## src/rtl/ram_bit_serializer.sv

```systemverilog
// Multi-channel bit serializer: loads CHANNELS parallel words, then emits one bit
// per channel per beat, walking the bit index from start_bit toward stop_bit.
module ram_bit_serializer #(
  parameter int INPUT_WIDTH = 16,
  parameter int REG_WIDTH   = 4,
  parameter int CHANNELS    = 4
) (
  input  logic                            clk,
  input  logic                            rst_n,
  input  logic [CHANNELS*INPUT_WIDTH-1:0] in_data,
  input  logic [REG_WIDTH-1:0]            start_bit,
  input  logic [REG_WIDTH-1:0]            stop_bit,
  input  logic                            in_valid,
  output logic                            in_ready,
  output logic [CHANNELS-1:0]             out_bits,
  output logic [REG_WIDTH-1:0]            out_bit_idx,
  output logic                            out_valid,
  input  logic                            out_ready,
  output logic                            out_last,
  output logic                            busy
);

  // Handshakes: a transfer happens on a rising edge where valid and ready are both
  // high; valid never waits on ready, and the output side holds its beat while
  // out_valid is high and out_ready is low.

  typedef enum logic {
    IDLE  = 1'b0,
    SHIFT = 1'b1
  } state_t;

  state_t                          state;
  logic [CHANNELS*INPUT_WIDTH-1:0] data_q;
  logic [REG_WIDTH-1:0]            idx_q;
  logic [REG_WIDTH-1:0]            stop_q;
  logic                            up_q;

  logic load;
  logic beat_done;

  assign out_valid   = (state == SHIFT);
  assign busy        = (state == SHIFT);
  assign out_last    = out_valid && (idx_q == stop_q);
  assign out_bit_idx = idx_q;
  assign beat_done   = out_valid && out_ready;
  // Reopen for a new word on the final handshake so loads run back to back.
  assign in_ready    = (state == IDLE) || (beat_done && out_last);
  assign load        = in_valid && in_ready;

  always_ff @(posedge clk or negedge rst_n) begin
    if (!rst_n) begin
      state  <= IDLE;
      data_q <= '0;
      idx_q  <= '0;
      stop_q <= '0;
      up_q   <= 1'b0;
    end else if (load) begin
      state  <= SHIFT;
      data_q <= in_data;
      idx_q  <= start_bit;
      stop_q <= stop_bit;
      up_q   <= (stop_bit > start_bit);
    end else if (beat_done) begin
      // idx only moves toward stop, so it cannot wrap past either end.
      if (out_last) begin
        state <= IDLE;
      end else if (up_q) begin
        idx_q <= idx_q + REG_WIDTH'(1);
      end else begin
        idx_q <= idx_q - REG_WIDTH'(1);
      end
    end
  end

  logic [INPUT_WIDTH-1:0] word;

  always_comb begin
    out_bits = '0;
    word     = '0;
    for (int c = 0; c < CHANNELS; c++) begin
      word        = data_q[c*INPUT_WIDTH +: INPUT_WIDTH];
      out_bits[c] = word[idx_q];
    end
  end

endmodule
```

## config.mk

```make
export PLATFORM = sky130hd
export DESIGN_NAME = ram_bit_serializer
export DESIGN_NICKNAME = d
export VERILOG_FILES = /design/src/rtl/ram_bit_serializer.sv
export SDC_FILE = /design/constraint.sdc
export NUM_CORES = 1
export LEC_CHECK = 0
export CORE_UTILIZATION = 50
export DETAILED_ROUTE_END_ITERATION = 6
export PLACE_DENSITY = 0.87
export SYNTH_ARGS = -nofsm -noshare
export SYNTH_HDL_FRONTEND = slang
export SYNTH_SLANG_ARGS = --single-unit
```

## constraint.sdc

```tcl
create_clock -name clk -period 2.8 [get_ports clk]
set_input_delay 0.42 -clock clk [delete_from_list [all_inputs] [get_ports clk]]
set_output_delay 0.42 -clock clk [all_outputs]
set_load 0.02 [all_outputs]
```

==> flow_summary.toml <==
[critical_path]
startpoint_type = "flop"
rr_worst_depth = 6
cp_slowest_cell = "mux4_2"
crit_chain = "buf_4 > mux4_2 > mux4_2 > dlygate4sd2_1"
cpMostUsedCell = "mux4_2"
critPathRequiredTime_ns = 2.38
cp_slowest_stage_delay_ns = 0.52
cp-end-kind = "output port"
path_max_fanout = 8
worstReg2RegEnd = "data_q[49]"
crit_start = "out_bit_idx[0]"
timing.rr.start = "out_bit_idx[0]"
rrSetupSlack_ns = 0.46
crit_arrival_ns = 2.26
critPathKind = "reg2out"
critPathCapture = "out_bits[3]"

[drt]
routed.top_layer = "met4"
wl_met1_um = 3030
wl_met2_um = 3540
first_pass_iters = 4
dr.first_iter.drc_count = 58
via_per_inst = 5.40
wl_met3_um = 493
antenna_left = 0
wirelength_um = 7160
vias = 2321
wire_per_inst_um = 16.6
drc_errors = 0

[final_layout]
fin_area_mm2 = 0.00478
area.growth.synth_to_final_pct = 32.5
stdcell_count = 430
layout-drive-gt1-share_pct = 35.6
fin_nets = 412
nFillCells = 503
n_antenna_cell = 0
multi_input_area_mm2 = 0.00162
fin_util_pct = 69.7
regArea_mm2 = 0.00185

[placement]
post_dp_cell_area_mm2 = 0.00457
detailed_place_hpwl_um = 5260
gp_congestion = 0.828
dp.cells = 414
port_buffers = 87
pre_cts_ws_ns = 0.219

[power_and_ir_drop]
powerDensity_mw_per_mm2 = 1090
irDropWorstVdd_uv = 588
leakagePower_nw = 2.01

[synthesis]
yosysWarningCount = 0
synth_fp_nets = 317
syn_avg_cell_area_um2 = 15.4
ys_seq_area_share_pct = 51.3
synth_area_mm2 = 0.00361
synth_cell_types = 34
syn_inst = 234
synth-seq-cells = 74

[global_route]
grtUsageTotal_pct = 21.5
grt_pass1_vias = 2477
grt_max_degree = 75
antenna_found_initial = 0
grt_overflow_total = 0
grt_pass1_wl_um = 11900

[sta]
fmax_mhz = 373
setup_tns_ns = 0
fin_crit_sh_pct = 95.8
setup_viol = 0
slew_viol_final = 0
worst_slack_ns = 0.119
worst_pin_slew_ns = 0.911
slew_headroom_pct = 39.3
rsz0062_at_grt = "false"
finalClockSkew_ns = 0.00904
finalCriticalPeriod_ns = 2.68
hold_viol = 0

[floorplanning]
die_h_um = 87.0
placeableCoreArea_mm2 = 0.00687
start_util_pct = 52.6
die_x_um = 87.0
dieArea_mm2 = 0.00756
num_io_pins = 88
rows = 30

[clocking]
postCtsSetupBuffers = 0
cts_buffers = 9
cts-root-buf = "clkbuf_8"
path_clk_slew_ns = 0.08
clkSinkCount = 74
cts_tree = "built"
holdBufCountCts = 0
cts_buffer_depth = 2
h-tree-depth = 3
insertion_delay_ns = 0.35

[status]
status = "finished clean"

[job]
max_cap_viol_count = 0

[hold_path]
hp-class = "in2async"
-- sequential cells by signal, indices dropped and copies added (netlist names) --
signal / flops
data_q: 64
busy: 1
up_q: 1
out_bit_idx: 4
stop_q: 4
-- layout by cell type (no fill, tap or decap), types with 2 or more instances in the layout --
master           instances
dfrtp_1                 74
inv_1                    8
mux2_2                  69
mux4_2                  20
nand2b_1                 3
a21oi_1                  2
ha_1                     6
clkbuf_8                10
dlygate4sd2_1            5
clkdlybuf4s50_1         81
nor3_1                   2
o21ai_0                  5
nand2_1                  6
inv_6                    2
xor2_1                   4
and3_1                   2
a211oi_1                 2
a221oi_1                 2
buf_4                    9
-- stage by stage --
stage / total power [mW] / hold slack (ns)
finish: 5.24 / 0.201
global route: 5.60 / 0.253
CTS: 5.28 / 0.230
detailed placement: 4.47 / 0.494
global placement: 4.36 / 0.483
floorplan: 3.68 / 0.124
-- per-layer routing --
metal | GRT usage (%) | vias to the layer above
met5 | 0 | -
met4 | 6.67 | 0
met1 | 28.2 | 1162
met3 | 7.20 | 8
li1 | - | 1067
met2 | 33.9 | 84
-- critical path, delay by kind of cell (launching register included) --
family / cells / cell delay (ns)
muxes: 2 / 1.00
DFF: 1 / 0.38
buffers and inverters: 2 / 0.55
-- kinds of logic after synthesis --
logic type | after synthesis | synth area share [%]
and+or+nand+nor | 20 | 3.15
xor gates and xnor gates | 5 | 1.21
DFF | 74 | 51.3
buffers and inverters | 21 | 4.02
AOI/OAI and AO/OA | 18 | 3.67
adders and majority gates | 7 | 2.63
muxes | 89 | 34.0
-- power breakdown --
part           total [mW]  switching, mW  internal, mW
clock network       0.861          0.413         0.448
logic                2.48          0.992          1.49
registers            1.90          0.291          1.61
total                5.24           1.70          3.54
-- cell type report --
type / instances / share of cell area, %
clock buffers: 10 / 2.88
clock inverters: 6 / 1.52
flip-flops and latches: 74 / 38.7
well taps: 96 / 2.51
inverters: 8 / 0.628
multi-input cells: 139 / 33.8
repair buffers: 97 / 19.9
-- worst min-delay path by stage --
stage                     from  slack, ns          to
floorplan                rst_n       0.12        busy
global placement    data_q[22]       0.48  data_q[22]
detailed placement  data_q[18]       0.49  data_q[18]
CTS                      rst_n       0.23  data_q[53]
global route             rst_n       0.25  data_q[55]
finish                   rst_n       0.20  data_q[55]
-- repair_timing --
item / 4_1_cts / 5_1_grt
resized for setup: 6 / 1
endpoints found under the setup margin: 5 / 1
hold endpoints to repair: 0 / 0
-- synth_stat cells --
master,number,share of area (%)
mux2_2,69,22
fa_1,1,0.55
a221oi_1,2,0.49
and4_1,1,0.24
buf_2,2,0.28
o32ai_1,1,0.24
nor3_1,2,0.28
buf_6,8,2.5
xor2_1,4,0.97
a21o_1,1,0.21
or3_1,1,0.17
nand2b_1,3,0.52
o21ai_4,1,0.45
a221o_1,1,0.28
buf_4,1,0.21
a211oi_1,2,0.42
xnor2_1,1,0.24
o211ai_1,1,0.21
a21oi_1,2,0.28
nand3_1,1,0.14
or4_4,1,0.31
dfrtp_1,74,51
o21ai_0,5,0.69
and3_1,2,0.35
nor4_1,1,0.17
clkbuf_1,2,0.21
nor2b_1,1,0.17
a31oi_1,1,0.17
a211o_1,1,0.24
and2_1,1,0.17
inv_1,8,0.83
ha_1,6,2.1
mux4_2,20,12
nand2_1,6,0.62
Note: power is estimated with default switching activity, not from simulation.
